$ cat config.mk
export PLATFORM = sky130hd
export DESIGN_NAME = uart_byte_tx
export DESIGN_NICKNAME = d
export VERILOG_FILES = /design/src/rtl/uart_byte_tx.sv
export SDC_FILE = /design/constraint.sdc
export NUM_CORES = 1
export LEC_CHECK = 0
export ABC_CLOCK_PERIOD_IN_PS = 2870
export CORE_ASPECT_RATIO = 0.7
export CORE_MARGIN = 1
export CORE_UTILIZATION = 50
export CTS_CLUSTER_SIZE = 10
export DETAILED_ROUTE_END_ITERATION = 8
export GPL_TIMING_DRIVEN = 0
export PLACE_DENSITY = 0.82
export SYNTH_ARGS = -nofsm -noshare
export SYNTH_HDL_FRONTEND = slang
export SYNTH_SLANG_ARGS = --single-unit
$ cat constraint.sdc
create_clock -name clk -period 2.87 [get_ports clk]
set_input_delay 0.287 -clock clk [delete_from_list [all_inputs] [get_ports clk]]
set_output_delay 0.287 -clock clk [all_outputs]
set_load 0.1 [all_outputs]
$ cat src/rtl/uart_byte_tx.sv
// UART byte transmitter: internal baud divider, valid/ready intake, start/data/stop framing.
module uart_byte_tx #(
  parameter int unsigned CLOCK_RATE = 100_000,
  parameter int unsigned BAUD_RATE  = 9600,
  parameter int unsigned DATA_WIDTH = 8,
  parameter int unsigned STOP_BITS  = 1
) (
  input  logic                  clk,
  input  logic                  rst,
  input  logic [DATA_WIDTH-1:0] data,
  input  logic                  valid,
  output logic                  ready,
  output logic                  tx,
  output logic                  busy
);

  // Clock cycles per bit, rounded to nearest.
  localparam int unsigned DIV      = (CLOCK_RATE + BAUD_RATE / 2) / BAUD_RATE;
  localparam int unsigned BAUD_W   = (DIV > 2) ? $clog2(DIV) : 1;
  localparam int unsigned CNT_MAX  = (DATA_WIDTH > STOP_BITS) ? DATA_WIDTH : STOP_BITS;
  localparam int unsigned BIT_W    = (CNT_MAX > 1) ? $clog2(CNT_MAX) : 1;
  // Index of the bit that goes on the line after the current data bit.
  localparam int unsigned NEXT_IDX = (DATA_WIDTH > 1) ? 1 : 0;

  // Reject parameter sets that cannot produce a valid frame.
  generate
    if (DIV < 2) begin : g_div_check
      $error("uart_byte_tx: CLOCK_RATE/BAUD_RATE gives a divisor below 2");
    end
    if (DATA_WIDTH < 1 || DATA_WIDTH > 16) begin : g_width_check
      $error("uart_byte_tx: DATA_WIDTH must be 1..16");
    end
    if (STOP_BITS < 1 || STOP_BITS > 2) begin : g_stop_check
      $error("uart_byte_tx: STOP_BITS must be 1 or 2");
    end
  endgenerate

  typedef enum logic [1:0] {
    S_IDLE,
    S_START,
    S_DATA,
    S_STOP
  } state_t;

  state_t                r_state;
  logic [BAUD_W-1:0]     r_baud;
  logic [BIT_W-1:0]      r_bit;
  logic [DATA_WIDTH-1:0] r_shift;
  logic                  r_tx;
  logic                  r_ready;
  logic                  r_busy;

  logic w_accept;
  logic w_baud_end;
  logic w_last_stop;
  logic w_stop_pre;

  // Handshake and bit-boundary decodes.
  always_comb begin
    w_accept    = valid && r_ready;
    w_baud_end  = (r_baud == BAUD_W'(DIV - 1));
    w_last_stop = (r_bit == BIT_W'(STOP_BITS - 1));
    w_stop_pre  = (r_state == S_STOP) && w_last_stop && (r_baud == BAUD_W'(DIV - 2));
  end

  // Frame FSM with registered line and handshake outputs.
  always_ff @(posedge clk or posedge rst) begin
    if (rst) begin
      r_state <= S_IDLE;
      r_baud  <= '0;
      r_bit   <= '0;
      r_shift <= '0;
      r_tx    <= 1'b1;
      r_ready <= 1'b1;
      r_busy  <= 1'b0;
    end else begin
      case (r_state)
        S_IDLE: begin
          r_baud <= '0;
          r_bit  <= '0;
          if (w_accept) begin
            r_shift <= data;
            r_state <= S_START;
            r_tx    <= 1'b0;
            r_ready <= 1'b0;
            r_busy  <= 1'b1;
          end
        end

        S_START: begin
          if (w_baud_end) begin
            r_baud  <= '0;
            r_state <= S_DATA;
            r_tx    <= r_shift[0];
          end else begin
            r_baud <= r_baud + BAUD_W'(1);
          end
        end

        S_DATA: begin
          if (w_baud_end) begin
            r_baud  <= '0;
            r_shift <= r_shift >> 1;
            if (r_bit == BIT_W'(DATA_WIDTH - 1)) begin
              r_bit   <= '0;
              r_state <= S_STOP;
              r_tx    <= 1'b1;
            end else begin
              r_bit <= r_bit + BIT_W'(1);
              r_tx  <= r_shift[NEXT_IDX];
            end
          end else begin
            r_baud <= r_baud + BAUD_W'(1);
          end
        end

        S_STOP: begin
          // Open the handshake for exactly the final stop cycle.
          if (w_stop_pre) begin
            r_ready <= 1'b1;
          end
          if (w_baud_end) begin
            r_baud <= '0;
            if (w_last_stop) begin
              r_bit <= '0;
              if (w_accept) begin
                r_shift <= data;
                r_state <= S_START;
                r_tx    <= 1'b0;
                r_ready <= 1'b0;
              end else begin
                r_state <= S_IDLE;
                r_busy  <= 1'b0;
              end
            end else begin
              r_bit <= r_bit + BIT_W'(1);
            end
          end else begin
            r_baud <= r_baud + BAUD_W'(1);
          end
        end

        default: begin
          r_state <= S_IDLE;
          r_tx    <= 1'b1;
          r_ready <= 1'b1;
          r_busy  <= 1'b0;
        end
      endcase
    end
  end

  assign tx    = r_tx;
  assign ready = r_ready;
  assign busy  = r_busy;

endmodule

# Yosys cells after proc, flatten, opt, wreduce, memory -nomap -nowiden
# Index checks and enable logic that the tools add are counted.
# Widths: inputs -> output; s select.
# word_totals
reg_bits	20
input_bits	11
output_inout_bits	3
# op_classes
add_sub_neg	2
n_eq_ne	13
mux	38
n_reduce_logical	14
# op_table
cell	n
$mux 8	4
$pmux 8 s3	1
$mux 1	16
$ne 2x2->1 const B	7
$mux 2	6
$mux 3	4
$pmux 3 s3	1
$eq 4x4->1 const B	2
$pmux 2 s4	1
$pmux 4 s2	1
$reduce_and 4->1	2
$reduce_and 6->1	1
$reduce_and 5->1	1
$add 4x1->4 const B	1
$eq 2x2->1 const B	2
$mux 4	1
$pmux 1 s2	2
$pmux 1 s4	1
$add 3x1->3 const B	1
$eq 3x3->1 const B	1
$logic_and 1x1->1	3
$logic_not 3->1	1
$reduce_and 3->1	1
$reduce_bool 3->1	1
other kinds (5)	5

# Logic depth before layout (Yosys ltp)
# Gate-level depths: netlist of the first run.
# depth
depth_word	8
depth_mapped	7
mapped_depth_nobuf	6

# Worst setup path after synthesis of the first run
# No wires, ideal clock.
# synth_timing
kind	flip-flop to flip-flop
start	register r_ready, in the netlist ready
end	register r_shift[0]
arrival_ns	1.729
required_ns	2.745
slack_ns	1.016
stages_incl_launch_ff	5
cell_sequence	dfstp_2 nand2_1 mux2i_2 nand3b_4 mux2_2
# synth_via
elab_chain_len	5
# synth_lines
element	line_no	rtl
start, declared	50	logic r_ready;
start signal, assigned	74	r_ready <= 1'b1;
start signal, assigned	85	r_ready <= 1'b0;
start signal, assigned	120	r_ready <= 1'b1;
$logic_and 1x1->1 (*)	60	w_accept = valid && r_ready;
$mux 8 (*)	n/a	
$mux 8 (2 in a row)	n/a	
$pmux 8 s3 (*)	n/a	
end signal, assigned	82	r_shift <= data;
end signal, assigned	103	r_shift <= r_shift >> 1;
end signal, assigned	127	r_shift <= data;
end, declared	48	logic [DATA_WIDTH-1:0] r_shift;
# Mark *: on every way between the ends. The rest lies on a longest branch, timed or not. The select of a mux whose other input is x is not followed.
# A chain may end at the register's enable or synchronous reset.

# Worst setup path after layout of the first run
# layout_timing
start	register r_ready, in the netlist ready
end	output ready
# layout_rtl
element	line_no	rtl
end, declared	12	output logic ready,
# No word-level cell between the ends.

==> impl_metrics.tcl, run 1 <==
set metrics [dict create \
    critPathMaxStageDelay_ps 1130 \
    avgSynthCellArea_sq_um 11.2 \
    required_ps 2580 \
    r2r_slack_ps 830 \
    fin_crit_sh 0.804 \
    core_area_sq_um 2240 \
    final_nets 152 \
    yosysWarnings 0 \
    worstSetupStartpointType "flop" \
    clockBufferDepth 2 \
    overflow 0 \
    fin_skew_ps 5.04 \
    rsz0062_at_grt "false" \
    diodes 0 \
    root_buffer "clkbuf_4" \
    max_slew_margin 0.357 \
    synth-edff-count 0 \
    drtIter0Drc 36 \
    initial_utilization 0.556 \
    critPathCaptureType "primary output" \
    syn-instance-count 111 \
    yosysMostFrequentCell "dfrtp_1" \
    dr.pass1.iters 4 \
    outcome "completed" \
    slew_violations 0 \
    drive_above_1_share 0.242 \
    cpMaxStageDelayCell "clkdlybuf4s50_1" \
    path_class "reg -> out" \
    arrival_ps 2020 \
    fmax_mhz 433 \
    ys_top_cells_by_area "dfrtp_1 36%, mux2_2 14%, ha_1 12%" \
    async_flop_share 1.00 \
    cts-hold-fix-buffers 0 \
    setup_viol 0 \
    portBuffers 13 \
    p_per_area_nw_per_um2 311 \
    ant_nets 0 \
    path_buf_inv 1 \
    setup_tns_ps 0 \
    via_per_inst 5.48 \
    cts_resized 0 \
    finalPower_uw 449 \
    dpl.hpwl_um 1710 \
    period_needed_ps 2310 \
    hold_path.class "in -> async" \
    vdd.ir_drop.worst_mv 0.281 \
    pre_cts_slack_ps 851 \
    synth_top_area_frac 0.361 \
    grt_pass1_wl_um 3910 \
    path_clk_slew_ps 110 \
    grt_pass1_vias 895 \
    tightest_slew_ps 962 \
    grtUsageTotal 0.205 \
    numCtsBuffers 3 \
    cts_sinks 20 \
    area_growth_pct 15.8 \
    dp.cells 156 \
    hold_viol 0 \
    ys.flop_type "dfrtp_1" \
    dieWidth_um 61.7 \
    worstReg2RegStart "r_state[0]$_DFFE_PP0P_" \
    fill_cells 199 \
    power.static_leakage_nw 0.669 \
    clkLatencyLatePin_ps 320 \
    crit_family "buffers and inverters" \
    antenna_found_initial 0 \
    synthDistinctLibCells 33 \
    wl_per_cell_um 14.4 \
    gp_congestion 0.870 \
    io_pins 14 \
    synth_area_sq_um 1250 \
    die_area_sq_um 2700 \
    grt_max_degree 21 \
    crit_fanout 4 \
    syn_nets 134 \
    max-cap-violations 0 \
    path_cells "clkdlybuf4s50_1" \
    die_h_um 43.8 \
    seq_area_frac_synth 0.404 \
    rr_endpoint "r_shift[6]$_DFFE_PP0P_" \
    vias 876 \
    yosys.area.top_type "dfrtp_1" \
    cts_tree "done" \
    cts.htree.levels 1 \
    timing.final.ws_setup_ps 563 \
    stdcell_count 160 \
    drc 0 \
    drt_wl_total_um 2310 \
    yosys_register_bits 20 \
    reg2reg_depth 6 \
    hold-worst-slack_ps 390 \
    post_cts_buffers 0 \
    netlist_top_cells_count "18 x dfrtp_1, 16 x mux2_2, 12 x ha_1, 9 x inv_1" \
    rows 14 \
]
-- through the flow --
stage	area [sq um]	util
CTS	1440	0.643
global placement	1420	0.632
detailed placement	1420	0.632
global route	1440	0.643
finish	1440	0.643
floorplan	1250	-
-- layout by cell type, fill, tap and decap left out, drive strengths merged, types with 3 or more instances in the layout --
cell type	Yosys	layout
dfrtp	18	18
mux2	16	16
clkdlybuf4s50	0	13
ha	12	12
inv	9	9
a21oi	6	6
nor2	6	6
clkbuf	2	6
nand2	5	5
nor3	4	4
mux2i	4	4
nand3b	3	3
o21ai	3	3
-- cell type report --
cell class                 instances  area [sq um]  share of cell area
buffer                             3          12.5             0.00867
clock buffer                       4          26.3              0.0182
inverter                           9          33.8              0.0234
multi-input combinational         79           697               0.483
sequential                        20           503               0.349
tap                               32          40.0              0.0278
timing repair buffer              13           130              0.0902
-- cell families (layout without fill, tap and decap cells) --
kind of cell    count (synthesis)  in the layout  synth area share
simple gates                   26             26             0.135
mux                            20             20             0.180
flops                          20             20             0.404
compound gates                 19             19             0.110
fa+ha+maj                      12             12             0.120
buf+inv                        12             29            0.0371
xor+xnor                        2              2            0.0141
-- layer usage --
layer	wire length, um	GRT usage	vias up
li1	-	-	428
met1	1100	0.250	430
met2	1090	0.335	13
met3	82	0.0657	5
met4	29	0.0800	0
met5	0	0	-
-- how the worst max path moves through the flow --
stage	cells after the start	to	start	slack, ps
6_report	1	ready	ready$_DFFE_PP1P_	560
5_1_grt	1	ready	ready$_DFFE_PP1P_	500
4_1_cts	1	ready	ready$_DFFE_PP1P_	560
3_5_place_dp	6	r_shift[6]$_DFFE_PP0P_	r_state[0]$_DFFE_PP0P_	850
3_3_place_gp	6	r_shift[2]$_DFFE_PP0P_	r_state[0]$_DFFE_PP0P_	880
2_1_floorplan	4	r_shift[0]$_DFFE_PP0P_	ready$_DFFE_PP1P_	1020
-- sequential cells by signal, summed over array words and instances (netlist names) --
| register | flops |
|---|---|
| r_bit | 3 |
| r_state | 2 |
| r_shift | 8 |
| busy | 1 |
| r_baud | 4 |
| ready | 1 |
| tx | 1 |
-- where the power goes --
group	internal (mW)	total (mW)	leakage [nW]	switching (mW)
sequential	0.282	0.282	0.253	0
clock	0.0545	0.146	0.0150	0.0913
combinational	0.0124	0.0213	0.401	0.00889
(Power assumes the default switching activity.)
==> run 2, diff against run 1 <==
ABC_CLOCK_PERIOD_IN_PS = 2000   (was 2870)
CORE_UTILIZATION = 49   (was 50)
PLACE_DENSITY = 0.84   (was 0.82)
clock period = 2 ns   (was 2.87 ns; I/O delays follow)
==> run 2 against run 1 <==
Largest cell class unchanged. Register-to-register slack lost 710 ps. Setup slack got worse by 480 ps. Clock skew decreased by 2.7 ps. Die area is 2.0% higher. Flip-flop and latch count did not move. Critical path type unchanged. Global-route usage down 0.11 points. Total power up 41%. Final area hardly changed. Clock power up 34%. Count of clock-buffer cells in the layout is the same.
==> impl_metrics.tcl, run 2 (synthesis results as in run 1) <==
set metrics [dict create \
    critPathMaxStageDelay_ps 850 \
    final_cell_mix "18 x dfrtp_1, 16 x mux2_2, 11 x ha_1" \
    io_pins 14 \
    cpMaxStageDelayCell "dlygate4sd2_1" \
    largest_register "r_shift" \
    final_nets 151 \
    path_clk_slew_ps 110 \
    area_growth_pct 15.9 \
    tightest_slew_ps 954 \
    initial_utilization 0.547 \
    power.static_leakage_nw 0.676 \
    dr.pass1.iters 4 \
    outcome "completed" \
    r2r_slack_ps 120 \
    path_cells "dlygate4sd2_1" \
    p_per_area_nw_per_um2 437 \
    die_h_um 44.2 \
    cts_resized 4 \
    die_area_sq_um 2750 \
    drc 0 \
    via_per_inst 5.57 \
    grt_pass1_vias 851 \
    required_ps 1800 \
    diodes 0 \
    finalPower_uw 631 \
    largest_register_ffs 8 \
    max_slew_margin 0.366 \
    crit_start "ready$_DFFE_PP1P_" \
    hold_path.class "in -> async" \
    dp.cells 156 \
    reg2reg_depth 5 \
    slew_violations 0 \
    critPathCaptureType "primary output" \
    cts_tree "done" \
    vias 885 \
    clkLatencyLatePin_ps 300 \
    drt_wl_total_um 2440 \
    grt_pass1_wl_um 4250 \
    worstSetupStartpointType "flop" \
    root_buffer "clkbuf_4" \
    hold_viol 0 \
    grt_max_degree 21 \
    dpl.hpwl_um 1880 \
    vdd.ir_drop.worst_mv 0.445 \
    period_needed_ps 1920 \
    portBuffers 13 \
    clockBufferDepth 2 \
    crit_fanout 4 \
    fin_crit_sh 0.958 \
    ant_nets 0 \
    core_area_sq_um 2280 \
    stdcell_count 159 \
    fin_skew_ps 2.32 \
    path_buf_inv 1 \
    cts-hold-fix-buffers 0 \
    max-cap-violations 0 \
    crit_family "buffers and inverters" \
    setup_tns_ps 0 \
    path_class "reg -> out" \
    antenna_found_initial 0 \
    cts.htree.levels 1 \
    cts_sinks 20 \
    rows 14 \
    drtIter0Drc 27 \
    rr_endpoint "r_shift[6]$_DFFE_PP0P_" \
    top_regs "r_shift (8), r_baud (4), r_bit (3)" \
    arrival_ps 1720 \
    drive_above_1_share 0.260 \
    worstReg2RegStart "r_state[0]$_DFFE_PP0P_" \
    utilization 0.634 \
    dieWidth_um 62.3 \
    grtUsageTotal 0.204 \
    wl_per_cell_um 15.4 \
    gp_congestion 0.860 \
    setup_viol 0 \
    fmax_mhz 522 \
    rsz0062_at_grt "false" \
    overflow 0 \
    numCtsBuffers 3 \
    layout_commonest_cell "dfrtp_1" \
    post_cts_buffers 0 \
]
## run 2: cell count changes in the layout (fill, tap and decap cells not counted), sizes merged
cell           change
dlygate4sd2        +3
clkdlybuf4s50      -3
clkbuf             -1
## run 2: cell type report
cell class / count / area [sq um]
sequential: 20 / 503
timing repair buffer: 13 / 126
buffer: 2 / 11.3
multi-input combinational: 79 / 703
clock buffer: 4 / 26.3
fill: 173 / 833
inverter: 9 / 33.8
tap: 32 / 40.0
## run 2: routing by layer
metal	GRT usage	routed length (um)	share of wire
met3	0.0619	115	0.047
met5	0	0	0
met1	0.262	1120	0.46
met2	0.352	1200	0.49
met4	0.0326	0	0
## run 2: worst max path at each step
| stage | end | cells after the start |
|---|---|---|
| after floorplan | r_shift[0]$_DFFE_PP0P_ | 4 |
| after global placement | r_shift[2]$_DFFE_PP0P_ | 6 |
| after detailed placement | r_shift[6]$_DFFE_PP0P_ | 6 |
| after CTS | r_shift[6]$_DFFE_PP0P_ | 5 |
| after global routing | r_bit[0]$_DFFE_PP0P_ | 5 |
| final | ready | 1 |
## run 2: metrics by stage
stage               area (sq um)  setup slack, ps  hold slack, ps
finish                      1440             83.2             322
global route                1440             17.0             386
floorplan                   1250              146             162
detailed placement          1420             -113             493
CTS                         1440             50.6             347
global placement            1420             17.0             481
## run 2: power breakdown
part,internal [mW],switching [mW],total (mW)
sequential,0.404,0,0.404
combinational,0.0178,0.0128,0.0306
clock,0.0778,0.119,0.196
